`config.mk`:
```
export PLATFORM = sky130hd
export DESIGN_NAME = arith_sequencer_flat
export DESIGN_NICKNAME = d
export VERILOG_FILES = /design/src/rtl/calc_seq_pkg.sv /design/src/rtl/arith_sequencer_if.sv /design/src/rtl/iter_counter.sv /design/src/rtl/arith_sequencer.sv /design/src/flat_wrapper.sv
export SDC_FILE = /design/constraint.sdc
export NUM_CORES = 1
export LEC_CHECK = 0
export BUFFER_PORTS_ARGS = -buffer_cell sky130_fd_sc_hd__buf_2
export CORE_MARGIN = 2
export CORE_UTILIZATION = 53
export DETAILED_ROUTE_END_ITERATION = 12
export PLACE_DENSITY_LB_ADDON = 0.12
export SYNTH_ARGS = -nofsm -noshare
export SYNTH_HDL_FRONTEND = slang
export SYNTH_HIERARCHICAL = 1
export SYNTH_SLANG_ARGS = --single-unit
export TNS_END_PERCENT = 100
```
`constraint.sdc`:
```
create_clock -name clk2 -period 5.2 [get_ports clk2]
set_clock_uncertainty 0.1 [all_clocks]
set_input_delay 1.04 -clock clk2 [delete_from_list [all_inputs] [get_ports clk2]]
set_output_delay 1.04 -clock clk2 [all_outputs]
set_load 0.05 [all_outputs]
```
`src/rtl/calc_seq_pkg.sv`:
```
// Shared types for the calculator arithmetic sequencer: operation codes, FSM states, default width.
package calc_seq_pkg;

    localparam int WIDTH_DEF = 8;

    typedef enum logic [1:0] {
        OP_ADD  = 2'b00,
        OP_SUB  = 2'b01,
        OP_MULT = 2'b10,
        OP_DIV  = 2'b11
    } op_e;

    typedef enum logic [2:0] {
        S_IDLE,
        S_M_LOAD,
        S_M_ADD,
        S_M_SHIFT,
        S_D_LOAD,
        S_D_SHIFT,
        S_D_TRIAL,
        S_FIN
    } state_e;

endpackage

```
`src/rtl/arith_sequencer_if.sv`:
```
// Control-unit request/status and datapath strobe bundle between the sequencer and its neighbours.
interface arith_sequencer_if;
    import calc_seq_pkg::*;

    logic abort;
    logic start;
    op_e  op;
    logic q0;
    logic alu_neg;
    logic divisor_zero;
    logic m_load;
    logic m_add;
    logic m_sub;
    logic m_shift;
    logic d_load;
    logic d_shift;
    logic d_commit;
    logic busy;
    logic done;
    logic dbz;
    op_e  result_sel;

    modport slave (
        input  abort, start, op, q0, alu_neg, divisor_zero,
        output m_load, m_add, m_sub, m_shift, d_load, d_shift, d_commit,
        output busy, done, dbz, result_sel
    );

    modport master (
        output abort, start, op, q0, alu_neg, divisor_zero,
        input  m_load, m_add, m_sub, m_shift, d_load, d_shift, d_commit,
        input  busy, done, dbz, result_sel
    );

endinterface

```
`src/rtl/iter_counter.sv`:
```
// Iteration counter: synchronous clear, saturating increment, terminal-count flag at WIDTH-1.
module iter_counter #(
    parameter int WIDTH = 8,
    parameter int CNT_W = $clog2(WIDTH)
) (
    input  logic clk2,
    input  logic reset,
    input  logic clear,
    input  logic inc,
    output logic tc
);

    localparam logic [CNT_W-1:0] LAST = CNT_W'(WIDTH - 1);

    logic [CNT_W-1:0] count;

    always_ff @(posedge clk2 or posedge reset) begin
        if (reset) begin
            count <= '0;
        end else if (clear) begin
            count <= '0;
        end else if (inc && !tc) begin
            count <= count + 1'b1;
        end
    end

    assign tc = (count == LAST);

endmodule

```
`src/rtl/arith_sequencer.sv`:
```
// Multi-cycle sequencer for the shift-add multiplier and shift-subtract divider datapaths.
//
// state     | meaning
// S_IDLE    | waiting for start; add/sub go straight to S_FIN
// S_M_LOAD  | load multiplicand/multiplier, clear accumulator and count
// S_M_ADD   | conditional add (sign-correcting subtract on last iteration)
// S_M_SHIFT | arithmetic right shift of {A,Q}, advance or finish
// S_D_LOAD  | load dividend/divisor, trap zero divisor
// S_D_SHIFT | left shift of {R,Q}
// S_D_TRIAL | commit trial difference when non-negative, advance or finish
// S_FIN     | one-cycle done, publish result select
module arith_sequencer
    import calc_seq_pkg::*;
#(
    parameter int WIDTH = WIDTH_DEF,
    parameter int CNT_W = $clog2(WIDTH)
) (
    input logic              clk2,
    input logic              reset,
    arith_sequencer_if.slave bus
);

    state_e state_q, state_d;
    op_e    op_q, result_sel_q;
    logic   dbz_q;

    logic cnt_clear, cnt_inc, cnt_tc;
    logic latch_op, set_dbz;
    logic m_load, m_add, m_sub, m_shift;
    logic d_load, d_shift, d_commit;
    logic done, dbz;

    iter_counter #(.WIDTH(WIDTH), .CNT_W(CNT_W)) u_iter (
        .clk2  (clk2),
        .reset (reset),
        .clear (cnt_clear),
        .inc   (cnt_inc),
        .tc    (cnt_tc)
    );

    always_ff @(posedge clk2 or posedge reset) begin
        if (reset) begin
            state_q <= S_IDLE;
        end else begin
            state_q <= state_d;
        end
    end

    always_ff @(posedge clk2 or posedge reset) begin
        if (reset) begin
            op_q         <= OP_ADD;
            result_sel_q <= OP_ADD;
            dbz_q        <= 1'b0;
        end else begin
            if (latch_op) begin
                op_q  <= bus.op;
                dbz_q <= 1'b0;
            end
            if (set_dbz) begin
                dbz_q <= 1'b1;
            end
            if (state_q == S_FIN && !bus.abort) begin
                result_sel_q <= op_q;
            end
        end
    end

    always_comb begin
        state_d   = state_q;
        cnt_clear = 1'b0;
        cnt_inc   = 1'b0;
        latch_op  = 1'b0;
        set_dbz   = 1'b0;
        m_load    = 1'b0;
        m_add     = 1'b0;
        m_sub     = 1'b0;
        m_shift   = 1'b0;
        d_load    = 1'b0;
        d_shift   = 1'b0;
        d_commit  = 1'b0;
        done      = 1'b0;
        dbz       = 1'b0;

        case (state_q)
            S_IDLE: begin
                cnt_clear = 1'b1;
                if (bus.start) begin
                    latch_op = 1'b1;
                    case (bus.op)
                        OP_MULT: state_d = S_M_LOAD;
                        OP_DIV:  state_d = S_D_LOAD;
                        default: state_d = S_FIN;
                    endcase
                end
            end
            S_M_LOAD: begin
                m_load    = 1'b1;
                cnt_clear = 1'b1;
                state_d   = S_M_ADD;
            end
            S_M_ADD: begin
                // Last multiplier bit carries negative weight in two's complement.
                if (bus.q0) begin
                    m_sub = cnt_tc;
                    m_add = !cnt_tc;
                end
                state_d = S_M_SHIFT;
            end
            S_M_SHIFT: begin
                m_shift = 1'b1;
                if (cnt_tc) begin
                    state_d = S_FIN;
                end else begin
                    cnt_inc = 1'b1;
                    state_d = S_M_ADD;
                end
            end
            S_D_LOAD: begin
                d_load    = 1'b1;
                cnt_clear = 1'b1;
                if (bus.divisor_zero) begin
                    set_dbz = 1'b1;
                    state_d = S_FIN;
                end else begin
                    state_d = S_D_SHIFT;
                end
            end
            S_D_SHIFT: begin
                d_shift = 1'b1;
                state_d = S_D_TRIAL;
            end
            S_D_TRIAL: begin
                d_commit = !bus.alu_neg;
                if (cnt_tc) begin
                    state_d = S_FIN;
                end else begin
                    cnt_inc = 1'b1;
                    state_d = S_D_SHIFT;
                end
            end
            S_FIN: begin
                done    = !bus.abort;
                dbz     = dbz_q && !bus.abort;
                state_d = S_IDLE;
            end
            default: state_d = S_IDLE;
        endcase

        // Keypad clear wins over everything, including a start in IDLE.
        if (bus.abort) begin
            state_d   = S_IDLE;
            cnt_clear = 1'b1;
            cnt_inc   = 1'b0;
            latch_op  = 1'b0;
            set_dbz   = 1'b0;
        end
    end

    assign bus.m_load     = m_load;
    assign bus.m_add      = m_add;
    assign bus.m_sub      = m_sub;
    assign bus.m_shift    = m_shift;
    assign bus.d_load     = d_load;
    assign bus.d_shift    = d_shift;
    assign bus.d_commit   = d_commit;
    assign bus.busy       = (state_q != S_IDLE);
    assign bus.done       = done;
    assign bus.dbz        = dbz;
    assign bus.result_sel = result_sel_q;

endmodule

```
`src/flat_wrapper.sv`:
```
// flat-port wrapper written by rule: the top's interface ports become plain ports
module arith_sequencer_flat import calc_seq_pkg::*;
#(
    parameter int WIDTH = WIDTH_DEF,
    parameter int CNT_W = $clog2(WIDTH)
)
  (clk2, reset, bus_abort, bus_start, bus_op, bus_q0, bus_alu_neg, bus_divisor_zero, bus_m_load, bus_m_add, bus_m_sub, bus_m_shift, bus_d_load, bus_d_shift, bus_d_commit, bus_busy, bus_done, bus_dbz, bus_result_sel);
  arith_sequencer_if bus_i ();
  input logic clk2;
  input logic reset;
  input wire logic [$bits(bus_i.abort)-1:0] bus_abort;
  input wire logic [$bits(bus_i.start)-1:0] bus_start;
  input wire logic [$bits(bus_i.op)-1:0] bus_op;
  input wire logic [$bits(bus_i.q0)-1:0] bus_q0;
  input wire logic [$bits(bus_i.alu_neg)-1:0] bus_alu_neg;
  input wire logic [$bits(bus_i.divisor_zero)-1:0] bus_divisor_zero;
  output wire logic [$bits(bus_i.m_load)-1:0] bus_m_load;
  output wire logic [$bits(bus_i.m_add)-1:0] bus_m_add;
  output wire logic [$bits(bus_i.m_sub)-1:0] bus_m_sub;
  output wire logic [$bits(bus_i.m_shift)-1:0] bus_m_shift;
  output wire logic [$bits(bus_i.d_load)-1:0] bus_d_load;
  output wire logic [$bits(bus_i.d_shift)-1:0] bus_d_shift;
  output wire logic [$bits(bus_i.d_commit)-1:0] bus_d_commit;
  output wire logic [$bits(bus_i.busy)-1:0] bus_busy;
  output wire logic [$bits(bus_i.done)-1:0] bus_done;
  output wire logic [$bits(bus_i.dbz)-1:0] bus_dbz;
  output wire logic [$bits(bus_i.result_sel)-1:0] bus_result_sel;
  assign bus_i.abort = bus_abort;
  assign bus_i.start = bus_start;
  assign bus_i.op = bus_op;
  assign bus_i.q0 = bus_q0;
  assign bus_i.alu_neg = bus_alu_neg;
  assign bus_i.divisor_zero = bus_divisor_zero;
  assign bus_m_load = bus_i.m_load;
  assign bus_m_add = bus_i.m_add;
  assign bus_m_sub = bus_i.m_sub;
  assign bus_m_shift = bus_i.m_shift;
  assign bus_d_load = bus_i.d_load;
  assign bus_d_shift = bus_i.d_shift;
  assign bus_d_commit = bus_i.d_commit;
  assign bus_busy = bus_i.busy;
  assign bus_done = bus_i.done;
  assign bus_dbz = bus_i.dbz;
  assign bus_result_sel = bus_i.result_sel;
  arith_sequencer #(.WIDTH(WIDTH), .CNT_W(CNT_W)) u_core (.clk2(clk2), .reset(reset), .bus(bus_i));
endmodule
```
==> After elaboration in Yosys (flattened, before gate mapping) <==
Index checks and enable logic that the tools add are counted.
Widths: inputs -> output; s select.
{ "op_classes": {"n_eq_ne": 11, "n_reduce_logical": 12, "n_mux": 33, "addsub": 1} }
{ "ops": {"columns": ["op", "count"], "rows": [
  ["$mux 1", 24],
  ["$pmux 3 s8", 1],
  ["$eq 3x3->1 const B", 5],
  ["$mux 3", 5],
  ["$eq 3x2->1 const B", 2],
  ["$pmux 3 s2", 1],
  ["$eq 2x2->1 const B", 2],
  ["$mux 2", 2],
  ["$reduce_bool 2->1", 2],
  ["$add 3x1->3 const B", 1],
  ["$eq 3x1->1 const B", 1],
  ["$logic_and 1x1->1", 3],
  ["$logic_not 1->1", 3],
  ["$logic_not 3->1", 1],
  ["$ne 3x3->1 const B", 1],
  ["$reduce_bool 3->1", 1],
  ["$reduce_or 3->1", 1],
  ["$reduce_or 2->1", 1]
]} }
{ "totals": {"ff_bits": 11, "word_cells": 62, "output_inout_bits": 12, "input_bits": 9} }

==> Longest topological paths before layout <==
{ "logic_depth": {"ltp_word": 7, "mapped_depth": 6, "depth_no_buf": 6} }

==> Hierarchy <==
The synthesis kept the hierarchy.
{ "by_module_without_submodules": {"columns": ["module", "area_per_inst_um2", "instances", "cells_per_inst", "seq_area_each_um2"], "rows": [
  ["arith_sequencer", 524.3, 1, 59, 200.2],
  ["iter_counter", 187.7, 1, 16, 75.1]
]} }

==> Least setup slack after synthesis <==
OpenSTA, ideal clock, no wires.
{ "synth_timing": {"path_type": "input port to output port", "from": "input bus_alu_neg", "to": "output bus_d_commit", "required_ns": 4.060, "stages": 1, "path_buffers": 0, "arrival_ns": 2.571, "setup_slack_ns": 1.489, "cell_sequence": "nor4bb_1"} }
{ "synth_via": {"elab_chain_cells": 2} }
{ "synth_lines": {"columns": ["element", "line", "rtl"], "rows": [
  ["start: declaration", "flat_wrapper.sv:15", "input wire logic [$bits(bus_i.alu_neg)-1:0] bus_alu_neg;"],
  ["$logic_not 1->1", "arith_sequencer.sv:133", "d_commit = !bus.alu_neg;"],
  ["$mux 1", "arith_sequencer.sv:84", "case (state_q)"],
  ["end: declaration", "flat_wrapper.sv:23", "output wire logic [$bits(bus_i.d_commit)-1:0] bus_d_commit;"]
]} }
Every way passes these cells.

==> Worst setup path after layout <==
{ "layout_timing": {"from": "input bus_abort", "to": "output bus_dbz"} }
{ "layout_via": {"elab_chain_cells": 3} }
{ "layout_lines": {"columns": ["element", "line", "rtl"], "rows": [
  ["start: declaration", "flat_wrapper.sv:11", "input wire logic [$bits(bus_i.abort)-1:0] bus_abort;"],
  ["$logic_not 1->1", "arith_sequencer.sv:143", "dbz = dbz_q && !bus.abort;"],
  ["$logic_and 1x1->1", "arith_sequencer.sv:143", null],
  ["$mux 1", "arith_sequencer.sv:84", null],
  ["end: declaration", "flat_wrapper.sv:26", "output wire logic [$bits(bus_i.dbz)-1:0] bus_dbz;"]
]} }
Every way passes these cells.

==> impl_metrics.py <==
metrics = {
    "run_status": {
        "status": "finished, final reports clean",
    },
    "placed_design": {
        "dpl-instance-area_um2": 807,
        "hpwlAfterDp_um": 1060,
        "dp_slack_ps": 2150,
        "gp_congestion": 0.759,
        "port_buffers": 20,
    },
    "logic_synthesis": {
        "ys_ff_latch": 11,
        "synth_area_per_cell_um2": 9.49,
        "synthTopCellsByCount": "dfrtp_1 (11), nor2_1 (9), inv_1 (6)",
        "synth_top_area_share_pct": 38.7,
        "ys_seq_area_share_pct": 38.7,
        "yosys-top-cells-area": "dfrtp_1 (39%), nor2_1 (4.7%), ha_1 (3.5%)",
        "synth_warnings": 6,
        "synth_top_flop_cell": "dfrtp_1",
        "synth_area_um2": 712,
        "synthArstFlopShare_pct": 100,
        "synth.distinct_cells": 35,
        "synthCells": 75,
        "synth_edf_count": 0,
        "syn_nets": 86,
        "synth_most_common_cell": "dfrtp_1",
        "yosysTopAreaCell": "dfrtp_1",
    },
    "pwr": {
        "p_clk_share_pct": 21.1,
        "power_frac_comb_pct": 35.0,
        "power_density_mw_per_mm2": 325,
        "netSwitchingPower_uw": 109,
        "seqPwrFrac_pct": 44.0,
        "leakage_nw": 0.432,
        "netSwitchingFraction_pct": 40.2,
        "ir_worst_vdd_uv": 221,
        "internal_power_uw": 162,
    },
    "setup_path": {
        "cpMaxStageDelayCell": "buf_2",
        "critical-path-top-delay-family": "buffers and inverters",
        "critical_path_class": "primary input to output pin",
        "cp.arrival_ps": 1910,
        "critPathMaxFanout": 7,
        "cp-end-kind": "output pin",
        "critical_path_buf_inv_count": 4,
        "critical_path_required_ps": 4060,
        "slowest_delay_ps": 250,
        "path_cells": "buf_2, inv_1, nand4_2, inv_1, and2_1, buf_2",
        "setup.worst_path.start_class": "primary input",
    },
    "clocking": {
        "clockBufferDepth": 2,
        "worst_skew_pair.late_latency_ps": 260,
        "cts.sinks": 11,
        "cts_max_level": 1,
        "cts_made_buffers": 3,
        "clk_pin_slew_ps": 70,
        "cts_root_buffer": "clkbuf_4",
        "post_cts_buffers": 0,
        "cts_tree": "built",
        "ctsHoldBuffers": 0,
        "cts_resized": 0,
    },
    "die": {
        "coreArea_mm2": 0.00128,
        "row_count": 13,
        "die_area_mm2": 0.00165,
        "die_h_um": 40.7,
        "io_pins": 21,
        "die_x_um": 40.7,
        "start_util_pct": 55.4,
    },
    "timing": {
        "relSlewSlack_pct": 68.5,
        "post-route-period-util_pct": 58.6,
        "setup_viol": 0,
        "timing.final.ws_setup_ps": 2150,
        "setup_tns_ps": 0,
        "drv_slew": 0,
        "rsz0062_at_grt": "no",
        "fmax_mhz": 328,
        "hold_viol_final": 0,
        "fin_crit_ps": 3050,
        "worstMarginPinSlew_ps": 472,
    },
    "global_routing": {
        "grt_overflow": 0,
        "gr-max-usage-layer": "met2",
        "grt_use_met3_pct": 4.89,
        "antenna_found_initial": 0,
        "use_met1_pct": 26.8,
        "grt_max_degree": 16,
        "grt_usage_pct": 20.0,
        "grt_pass1_vias": 480,
        "grt_pass1_wl_um": 2140,
        "gr-usage-met2_pct": 29.8,
    },
    "route": {
        "route.antenna.remaining_nets": 0,
        "drt-total-wl_um": 1390,
        "wl_per_cell_um": 12.5,
        "drcViolationCount": 0,
        "first_pass_iters": 4,
        "viasPerCell": 5.39,
        "drt_iter0_drc": 14,
        "num_vias": 598,
    },
    "final_layout": {
        "drive_above_1_share_pct": 30.2,
        "fillerInstances": 116,
        "areaGrowthSynthToFinish_pct": 17.0,
        "final-seq-area_um2": 275,
        "stdcell_area_um2": 833,
        "multi_input_area_um2": 390,
        "diodes": 0,
        "nets": 108,
    },
    "hold_path": {
        "hold_class": "register to register",
    },
    "job": {
        "drv_cap": 0,
    },
}
cells in the final DEF, fill, tap and decap left out, types with 2 or more instances in the layout:
| master | instances |
|---|---|
| nand3_1 | 2 |
| nand4bb_1 | 2 |
| buf_2 | 20 |
| a21oi_1 | 2 |
| and2_1 | 2 |
| ha_1 | 2 |
| o21bai_1 | 2 |
| a31oi_1 | 2 |
| nor2_1 | 9 |
| nand2_1 | 5 |
| inv_1 | 6 |
| clkbuf_4 | 3 |
| mux2_2 | 2 |
| o21ai_1 | 2 |
| nand2b_1 | 4 |
| dfrtp_1 | 11 |
| mux2_1 | 2 |
power by group through the flow:
stage	combinational (mW)	clock, mW	sequential (mW)
floorplan	0.0707	0	0.125
global placement	0.0927	0	0.120
detailed placement	0.0944	0	0.121
CTS	0.0947	0.0596	0.119
global route	0.102	0.0647	0.122
finish	0.0947	0.0571	0.119
layer usage:
metal | vias to the layer above | share of wire [%]
met1 | 271 | 48
met2 | 20 | 46
met4 | 0 | 1.1
met5 | - | 0
met3 | 2 | 4.5
li1 | 305 | -
layout make-up:
cell class,instances,share of cell area (%)
Sequential cell,11,33.0
Multi-Input combinational cell,55,46.8
Inverter,6,2.70
Tap cell,15,2.25
Clock buffer,4,3.15
Timing Repair Buffer,20,12.0
logic make-up after synthesis:
logic type,count (synthesis),share of synthesized area (%)
buffers and inverters,9,6.50
XOR/XNOR,1,1.23
adder cells (fa/ha/maj),2,3.51
flip-flops,11,38.7
AND/OR/NAND/NOR,36,31.5
multiplexers,5,8.43
AO/OA/AOI/OAI,11,10.2
final timing paths:
kind | cells past startpoint | endpoint | start | slack [ps]
setup / recovery | 6 | bus_dbz | bus_abort | 2150
hold / removal | 1 | u_core/op_q[0] | u_core/op_q[0] | 410
setup reg to reg | 6 | u_core/u_iter/count[0] | u_core/u_iter/count[0] | 3070
hold reg to reg | 1 | u_core/op_q[0] | u_core/op_q[0] | 410
max in group asynchronous | 2 | u_core/state_q[1] | reset | 4130
min in group asynchronous | 2 | u_core/u_iter/count[2] | reset | 540
through the flow:
step	instances	hold slack, ps	total power, mW	util, %
floorplan	75	360	0.195	-
global placement	107	383	0.213	62.8
detailed placement	107	392	0.215	62.8
CTS	111	409	0.273	64.8
global route	111	426	0.288	64.8
finish	111	406	0.271	64.8
sequential cells by signal, summed over array words and instances (netlist names):
signal / cells
u_core/op_q: 2
u_core/u_iter/count: 3
u_core/dbz_q: 1
u_core/bus.result_sel: 2
u_core/state_q: 3
Note: power is estimated with default switching activity, not from simulation.
